===== src/rtl/liteic_pkg.sv =====
// Shared types for the lite interconnect read-response return path.
// Latency: n/a (types and a combinational helper only).
// Backpressure: n/a.
// Contents: resp_t response codes, output-register state enum, tracking
// entry struct {illegal, rgn_idx}, onehot_to_idx lowest-set-bit encoder.
package liteic_pkg;

  typedef enum logic [1:0] {
    OKAY   = 2'b00,
    EXOKAY = 2'b01,
    SLVERR = 2'b10,
    DECERR = 2'b11
  } resp_t;

  typedef enum logic {
    OUT_EMPTY = 1'b0,
    OUT_HOLD  = 1'b1
  } out_state_t;

  // Region index width is fixed so the tracking entry can live in the package;
  // it covers any NUM_REGIONS up to MAX_REGIONS.
  localparam int RGN_IDX_W   = 8;
  localparam int MAX_REGIONS = 1 << RGN_IDX_W;

  typedef struct packed {
    logic                 illegal;
    logic [RGN_IDX_W-1:0] rgn_idx;
  } trk_entry_t;

  // Lowest set bit wins, so a malformed multi-hot select still maps to a
  // single, deterministic region.
  function automatic logic [RGN_IDX_W-1:0] onehot_to_idx(input logic [MAX_REGIONS-1:0] sel);
    logic [RGN_IDX_W-1:0] idx;
    idx = '0;
    for (int i = MAX_REGIONS - 1; i >= 0; i--) begin
      if (sel[i]) idx = RGN_IDX_W'(i);
    end
    return idx;
  endfunction

endpackage


===== src/rtl/liteic_sync_fifo.sv =====
// Generic synchronous FIFO holding the in-order request tracking entries.
// Latency: a pushed entry is visible at rdata from the cycle after the push.
// Backpressure: push ignored when full, pop ignored when empty.
// Ports: clk, rst (async, active-high), push/wdata, pop/rdata, full, empty, count.
module liteic_sync_fifo #(
  parameter int WIDTH = 8,
  parameter int DEPTH = 4
) (
  input  logic                       clk,
  input  logic                       rst,
  input  logic                       push,
  input  logic [WIDTH-1:0]           wdata,
  input  logic                       pop,
  output logic [WIDTH-1:0]           rdata,
  output logic                       full,
  output logic                       empty,
  output logic [$clog2(DEPTH):0]     count
);

  localparam int PTR_W = $clog2(DEPTH);
  localparam int CNT_W = $clog2(DEPTH) + 1;

  logic [WIDTH-1:0] mem [DEPTH];
  logic [PTR_W-1:0] wr_ptr;
  logic [PTR_W-1:0] rd_ptr;
  logic [CNT_W-1:0] cnt;
  logic             do_push;
  logic             do_pop;

  assign do_push = push && !full;
  assign do_pop  = pop && !empty;

  // DEPTH is a power of two, so pointers wrap naturally.
  always_ff @(posedge clk or posedge rst) begin
    if (rst) begin
      wr_ptr <= '0;
      rd_ptr <= '0;
      cnt    <= '0;
    end else begin
      if (do_push) wr_ptr <= wr_ptr + 1'b1;
      if (do_pop)  rd_ptr <= rd_ptr + 1'b1;
      case ({do_push, do_pop})
        2'b10:   cnt <= cnt + 1'b1;
        2'b01:   cnt <= cnt - 1'b1;
        default: cnt <= cnt;
      endcase
    end
  end

  // Storage needs no reset: occupancy is governed entirely by cnt.
  always_ff @(posedge clk) begin
    if (do_push) mem[wr_ptr] <= wdata;
  end

  assign rdata = mem[rd_ptr];
  assign full  = (cnt == CNT_W'(DEPTH));
  assign empty = (cnt == '0);
  assign count = cnt;

endmodule


===== src/rtl/liteic_resp_router.sv =====
// Read-response return path: routes region responses to the master in issue order, DECERR for illegal decodes.
// Latency: head-region response at cycle N appears on m_rvalid_o at N+1; illegal entry loads the cycle after it becomes head.
// Backpressure: held response stalls until m_rready_i; only the head region sees rgn_rready_o; issue_ready_o drops at MAX_OUTSTANDING.
// Ports: clk_i/rst_i (async, active-high); issue_* from the address decoder; rgn_* per-region response
// channels; m_* master response channel. Optional err_cnt_o when LITEIC_RESP_ERRCNT_EN is defined.
module liteic_resp_router
  import liteic_pkg::*;
#(
  parameter int NUM_REGIONS     = 16,
  parameter int DATA_WIDTH      = 32,
  parameter int MAX_OUTSTANDING = 4
) (
  input  logic                                  clk_i,
  input  logic                                  rst_i,
  input  logic                                  issue_valid_i,
  output logic                                  issue_ready_o,
  input  logic [NUM_REGIONS-1:0]                issue_rgn_select_i,
  input  logic                                  issue_illegal_i,
  input  logic [NUM_REGIONS-1:0]                rgn_rvalid_i,
  input  logic [NUM_REGIONS-1:0][DATA_WIDTH-1:0] rgn_rdata_i,
  input  logic [NUM_REGIONS-1:0][1:0]           rgn_rresp_i,
  output logic [NUM_REGIONS-1:0]                rgn_rready_o,
  output logic                                  m_rvalid_o,
  output logic [DATA_WIDTH-1:0]                 m_rdata_o,
  output logic [1:0]                            m_rresp_o,
  input  logic                                  m_rready_i
`ifdef LITEIC_RESP_ERRCNT_EN
  ,
  output logic [15:0]                           err_cnt_o
`endif
);

  localparam int CNT_W = $clog2(MAX_OUTSTANDING) + 1;

  // Tracking FIFO
  trk_entry_t       push_entry;
  trk_entry_t       head;
  logic             push;
  logic             pop;
  logic             trk_full;
  logic             trk_empty;
  logic [CNT_W-1:0] trk_count;

  always_comb begin
    push_entry.rgn_idx = onehot_to_idx(MAX_REGIONS'(issue_rgn_select_i));
    // An empty select is treated like a decode error.
    push_entry.illegal = issue_illegal_i || (issue_rgn_select_i == '0);
  end

  // Registered count only: a pop in the same cycle does not open a slot.
  assign issue_ready_o = (trk_count != CNT_W'(MAX_OUTSTANDING));
  assign push          = issue_valid_i && !trk_full;

  liteic_sync_fifo #(
    .WIDTH ($bits(trk_entry_t)),
    .DEPTH (MAX_OUTSTANDING)
  ) u_trk_fifo (
    .clk   (clk_i),
    .rst   (rst_i),
    .push  (push),
    .wdata (push_entry),
    .pop   (pop),
    .rdata (head),
    .full  (trk_full),
    .empty (trk_empty),
    .count (trk_count)
  );

  // Head region decode and response mux
  logic [NUM_REGIONS-1:0] head_dec;
  logic                   head_rvalid;
  logic [DATA_WIDTH-1:0]  head_rdata;
  logic [1:0]             head_rresp;

  always_comb begin
    head_dec    = '0;
    head_rvalid = 1'b0;
    head_rdata  = '0;
    head_rresp  = '0;
    for (int i = 0; i < NUM_REGIONS; i++) begin
      head_dec[i] = (head.rgn_idx == RGN_IDX_W'(i));
      if (head_dec[i]) begin
        head_rvalid = rgn_rvalid_i[i];
        head_rdata  = rgn_rdata_i[i];
        head_rresp  = rgn_rresp_i[i];
      end
    end
  end

  // Output register FSM
  out_state_t            state;
  out_state_t            state_nxt;
  logic [DATA_WIDTH-1:0] rdata_q;
  logic [DATA_WIDTH-1:0] rdata_nxt;
  logic [1:0]            rresp_q;
  logic [1:0]            rresp_nxt;
  logic                  can_load;

  // Loading while the master drains the held beat keeps one response per cycle.
  assign can_load = (state == OUT_EMPTY) || m_rready_i;

  always_comb begin
    state_nxt    = state;
    rdata_nxt    = rdata_q;
    rresp_nxt    = rresp_q;
    pop          = 1'b0;
    rgn_rready_o = '0;

    if ((state == OUT_HOLD) && m_rready_i) state_nxt = OUT_EMPTY;

    if (!trk_empty && can_load) begin
      if (head.illegal) begin
        pop       = 1'b1;
        rdata_nxt = '0;
        rresp_nxt = DECERR;
        state_nxt = OUT_HOLD;
      end else begin
        rgn_rready_o = head_dec;
        if (head_rvalid) begin
          pop       = 1'b1;
          rdata_nxt = head_rdata;
          rresp_nxt = head_rresp;
          state_nxt = OUT_HOLD;
        end
      end
    end
  end

  always_ff @(posedge clk_i or posedge rst_i) begin
    if (rst_i) begin
      state   <= OUT_EMPTY;
      rdata_q <= '0;
      rresp_q <= '0;
    end else begin
      state   <= state_nxt;
      rdata_q <= rdata_nxt;
      rresp_q <= rresp_nxt;
    end
  end

  assign m_rvalid_o = (state == OUT_HOLD);
  assign m_rdata_o  = rdata_q;
  assign m_rresp_o  = rresp_q;

`ifdef LITEIC_RESP_ERRCNT_EN
  // Counts error responses actually delivered to the master; sticks at all-ones.
  logic [15:0] err_cnt_q;

  always_ff @(posedge clk_i or posedge rst_i) begin
    if (rst_i) begin
      err_cnt_q <= '0;
    end else if (m_rvalid_o && m_rready_i &&
                 ((m_rresp_o == SLVERR) || (m_rresp_o == DECERR)) &&
                 (err_cnt_q != 16'hFFFF)) begin
      err_cnt_q <= err_cnt_q + 16'd1;
    end
  end

  assign err_cnt_o = err_cnt_q;
`endif

endmodule

===== config.mk =====
export PLATFORM = sky130hd
export DESIGN_NAME = liteic_resp_router
export DESIGN_NICKNAME = d
export VERILOG_FILES = /design/src/rtl/liteic_pkg.sv /design/src/rtl/liteic_sync_fifo.sv /design/src/rtl/liteic_resp_router.sv
export SDC_FILE = /design/constraint.sdc
export NUM_CORES = 1
export LEC_CHECK = 0
export CAP_MARGIN = 40
export CORE_AREA = 2 2 248 250
export CTS_CLUSTER_DIAMETER = 150
export DETAILED_ROUTE_END_ITERATION = 10
export DIE_AREA = 0 0 250 252
export DONT_BUFFER_PORTS = 1
export GPL_ROUTABILITY_DRIVEN = 0
export PLACE_DENSITY = 0.33
export SLEW_MARGIN = 20
export SYNTH_ARGS = -nofsm -noshare
export SYNTH_HDL_FRONTEND = slang
export SYNTH_SLANG_ARGS = --single-unit

===== constraint.sdc =====
create_clock -name clk_i -period 3.7 [get_ports clk_i]
set_input_delay 0.925 -clock clk_i [delete_from_list [all_inputs] [get_ports clk_i]]
set_output_delay 0.925 -clock clk_i [all_outputs]
set_load 0.02 [all_outputs]

==> impl_metrics.ini <==
[power_and_ir_drop]
total_power_w = 0.0137
ir_worst_vdd_mv = 0.516
cellPowerDensity_nw_per_um2 = 1330
p_leak_nw = 3.79

[global_routing]
antenna_found_initial = 16
grtUsageTotal_pct = 21.6
met3_usage_pct = 4.35
use_met1_pct = 29.8
grt-ovfl-total = 0
grt_pass1_vias = 9901
grt_pass1_wl_um = 92000
busiest_layer = met2
grt_max_degree = 68
grt.met2_usage_pct = 34.6

[routing]
final_antenna_net_count = 0
routed_wl_um = 71600
dr.pass1.iters = 6
vias = 10138
viasPerCell = 5.15
drt_iter0_drc = 1180
wl_per_cell_um = 36.4
drc_errors = 0

[synthesis]
synth_area_um2 = 8010
synthesis.nets = 1697
ys_seq_area_share_pct = 20.6
ys_types = 77
syn_avg_cell_area_um2 = 7.22
synthFlopType = dfrtp_1
postSynthCellCount = 1110
ys_seq_elements = 62
synth_edf_count = 20
yosys_warnings = 0
async_flop_share_pct = 67.7

[sta]
fin_crit_sh_pct = 99.0
tightest_slew_ns = 0.868
setup_tns_ns = 0
worst_hold_slack_ns = 0.439
slew_headroom_pct = 42.1
drv_slew = 0
hold_viol = 0
finalSetupViolCount = 0
period_needed_ns = 3.66
fin_worst_skew_ns = 0.00637
clock.fmax_mhz = 273
rsz0062_at_grt = true

[clock_network]
cts_tree = built
clk_latency_ns = 0.36
numCtsBuffers = 9
cts_sinks = 62
cts_max_level = 3
clockRootBuffer = clkbuf_16
clk_pin_slew_worst_paths_ns = 0.06
cts.path.max_buffers = 2

[die]
start_util_pct = 13.3
fp.dieH_um = 252
core_um2 = 60100
dieArea_um2 = 63000
ios = 633
fp-row-count = 90
die_w_um = 250

[status]
outcome = finished, final reports clean

[cells_and_area]
fin_util_pct = 17.1
final.fill_count = 6908
final_layout_size_suffix_gt1_share_pct = 20.7
mostFrequentLayoutCell = nand2_1
multiInputGateArea_um2 = 6000
seq_area_um2 = 1650
syn2layout_area_growth_pct = 28.1
fin_nets = 1757
layout.cells.most_common_list = nand2_1, buf_4, a21oi_1

[worst_setup_path]
start_kind = register
ff2ff_setup_slack_ns = 0.12
arrival_ns = 2.74
crit_type = register to output pin
endpoint_kind = output pin
cp_max_fo = 21
required_ns = 2.77

[place]
hpwl_um = 60000
portBuffers = 0

[min_path]
min_path_type = primary input to asynchronous set/reset pin

[flow_run]
cap_violations = 0
==> per-layer routing <==
layer	wire, um	part of all wire (%)
met1	31800	44
met2	32800	46
met4	1200	1.7
met5	69	0.096
met3	5780	8.1
==> cell usage after synthesis, drive strengths merged, types with 6 or more instances <==
| library cell | number | area [um2] |
|---|---|---|
| mux2i | 46 | 460 |
| a22o | 11 | 96.3 |
| a21o | 7 | 52.6 |
| buf | 69 | 399 |
| nor3 | 33 | 181 |
| a2bb2oi | 9 | 104 |
| nor2b | 9 | 58.8 |
| a211oi | 16 | 120 |
| o21ai | 99 | 495 |
| or2 | 6 | 37.5 |
| o22ai | 29 | 181 |
| nand2b | 11 | 78.8 |
| nor4 | 14 | 87.6 |
| a221o | 9 | 90.1 |
| o41ai | 12 | 105 |
| o2bb2ai | 12 | 105 |
| o31ai | 8 | 60.1 |
| a221oi | 21 | 234 |
| nand4 | 9 | 56.3 |
| and3 | 10 | 62.6 |
| nor2 | 91 | 374 |
| clkbuf | 32 | 120 |
| nand3 | 12 | 60.1 |
| edfxtp | 20 | 601 |
| a222oi | 21 | 210 |
| inv | 14 | 52.6 |
| mux2 | 10 | 113 |
| a31oi | 9 | 56.3 |
| a22oi | 27 | 203 |
| a21oi | 129 | 657 |
| nand2 | 191 | 719 |
| dfrtp | 42 | 1050 |
==> state kept, by name, indices dropped and copies added, names as in the netlist <==
register,flops
u_trk_fifo.mem,20
u_trk_fifo.wr_ptr,2
m_rvalid_o,1
u_trk_fifo.count,3
m_rdata_o,32
u_trk_fifo.rd_ptr,2
m_rresp_o,2
==> through the flow <==
stage / instance area (um2) / instances / setup slack, ns
floorplan: 8010 / 1110 / 0.315
global placement: 9670 / 1928 / -0.721
detailed placement: 9700 / 1930 / -0.163
CTS: 10200 / 1956 / -0.0154
global route: 10300 / 1962 / -0.0296
finish: 10300 / 1967 / 0.0363
==> critical path: stages (launching register included) <==
cell and delay, ns:
dfrtp_2 0.46, mux4_4 0.88, nand2b_4 0.33, nor3_1 0.43, buf_4 0.27
==> power breakdown <==
part | internal, W | leakage [nW] | switching (W)
combinational | 0.00400 | 2.92 | 0.00739
clock | 0.000530 | 0.147 | 0.000382
sequential | 0.000967 | 0.724 | 0.000387
total | 0.00549 | 3.79 | 0.00816
==> path summary, 6_finish.rpt <==
path                                             startpoint                               end  depth (start not counted)
min in group clk_i          u_trk_fifo.count[0]$_DFFE_PP0P_   u_trk_fifo.count[0]$_DFFE_PP0P_                          1
max in group asynchronous                             rst_i  u_trk_fifo.rd_ptr[1]$_DFFE_PP0P_                          2
max                        u_trk_fifo.rd_ptr[0]$_DFFE_PP0P_                  rgn_rready_o[12]                          4
max reg2reg                u_trk_fifo.rd_ptr[0]$_DFFE_PP0P_          m_rdata_o[6]$_DFFE_PP0N_                         11
min                                                   rst_i          m_rdata_o[9]$_DFFE_PP0N_                          1
min reg2reg                 u_trk_fifo.count[0]$_DFFE_PP0P_   u_trk_fifo.count[0]$_DFFE_PP0P_                          1
==> cells by family (layout without fill, tap and decap cells) <==
kind of cell | count (synthesis) | in the layout | share of synthesized area [%]
compound gates | 458 | 458 | 38.8
xor+xnor | 6 | 6 | 0.656
fa+ha+maj | 6 | 6 | 1.03
buf+inv | 115 | 177 | 7.14
flops | 62 | 62 | 20.6
mux | 61 | 64 | 8.56
other cells | 0 | 10 | 0
simple gates | 402 | 402 | 23.2
==> repair_timing <==
| item | CTS | global route |
|---|---|---|
| setup endpoints to repair | 18 | 22 |
| gates resized for setup | 13 | 15 |
| hold buffers | 0 | 0 |
| pin swaps | 0 | 1 |
| cloned | 3 | 0 |
| setup buffers | 7 | 1 |
==> layout make-up <==
type / instances / share of cell area [%]
multi-input combinational: 936 / 58.4
tap: 782 / 9.53
inverter: 14 / 0.512
clock inverter: 7 / 0.792
antenna: 10 / 0.244
sequential: 62 / 16.1
timing repair buffer: 147 / 12.2
clock buffer: 9 / 2.19
(Power assumes the default switching activity.)
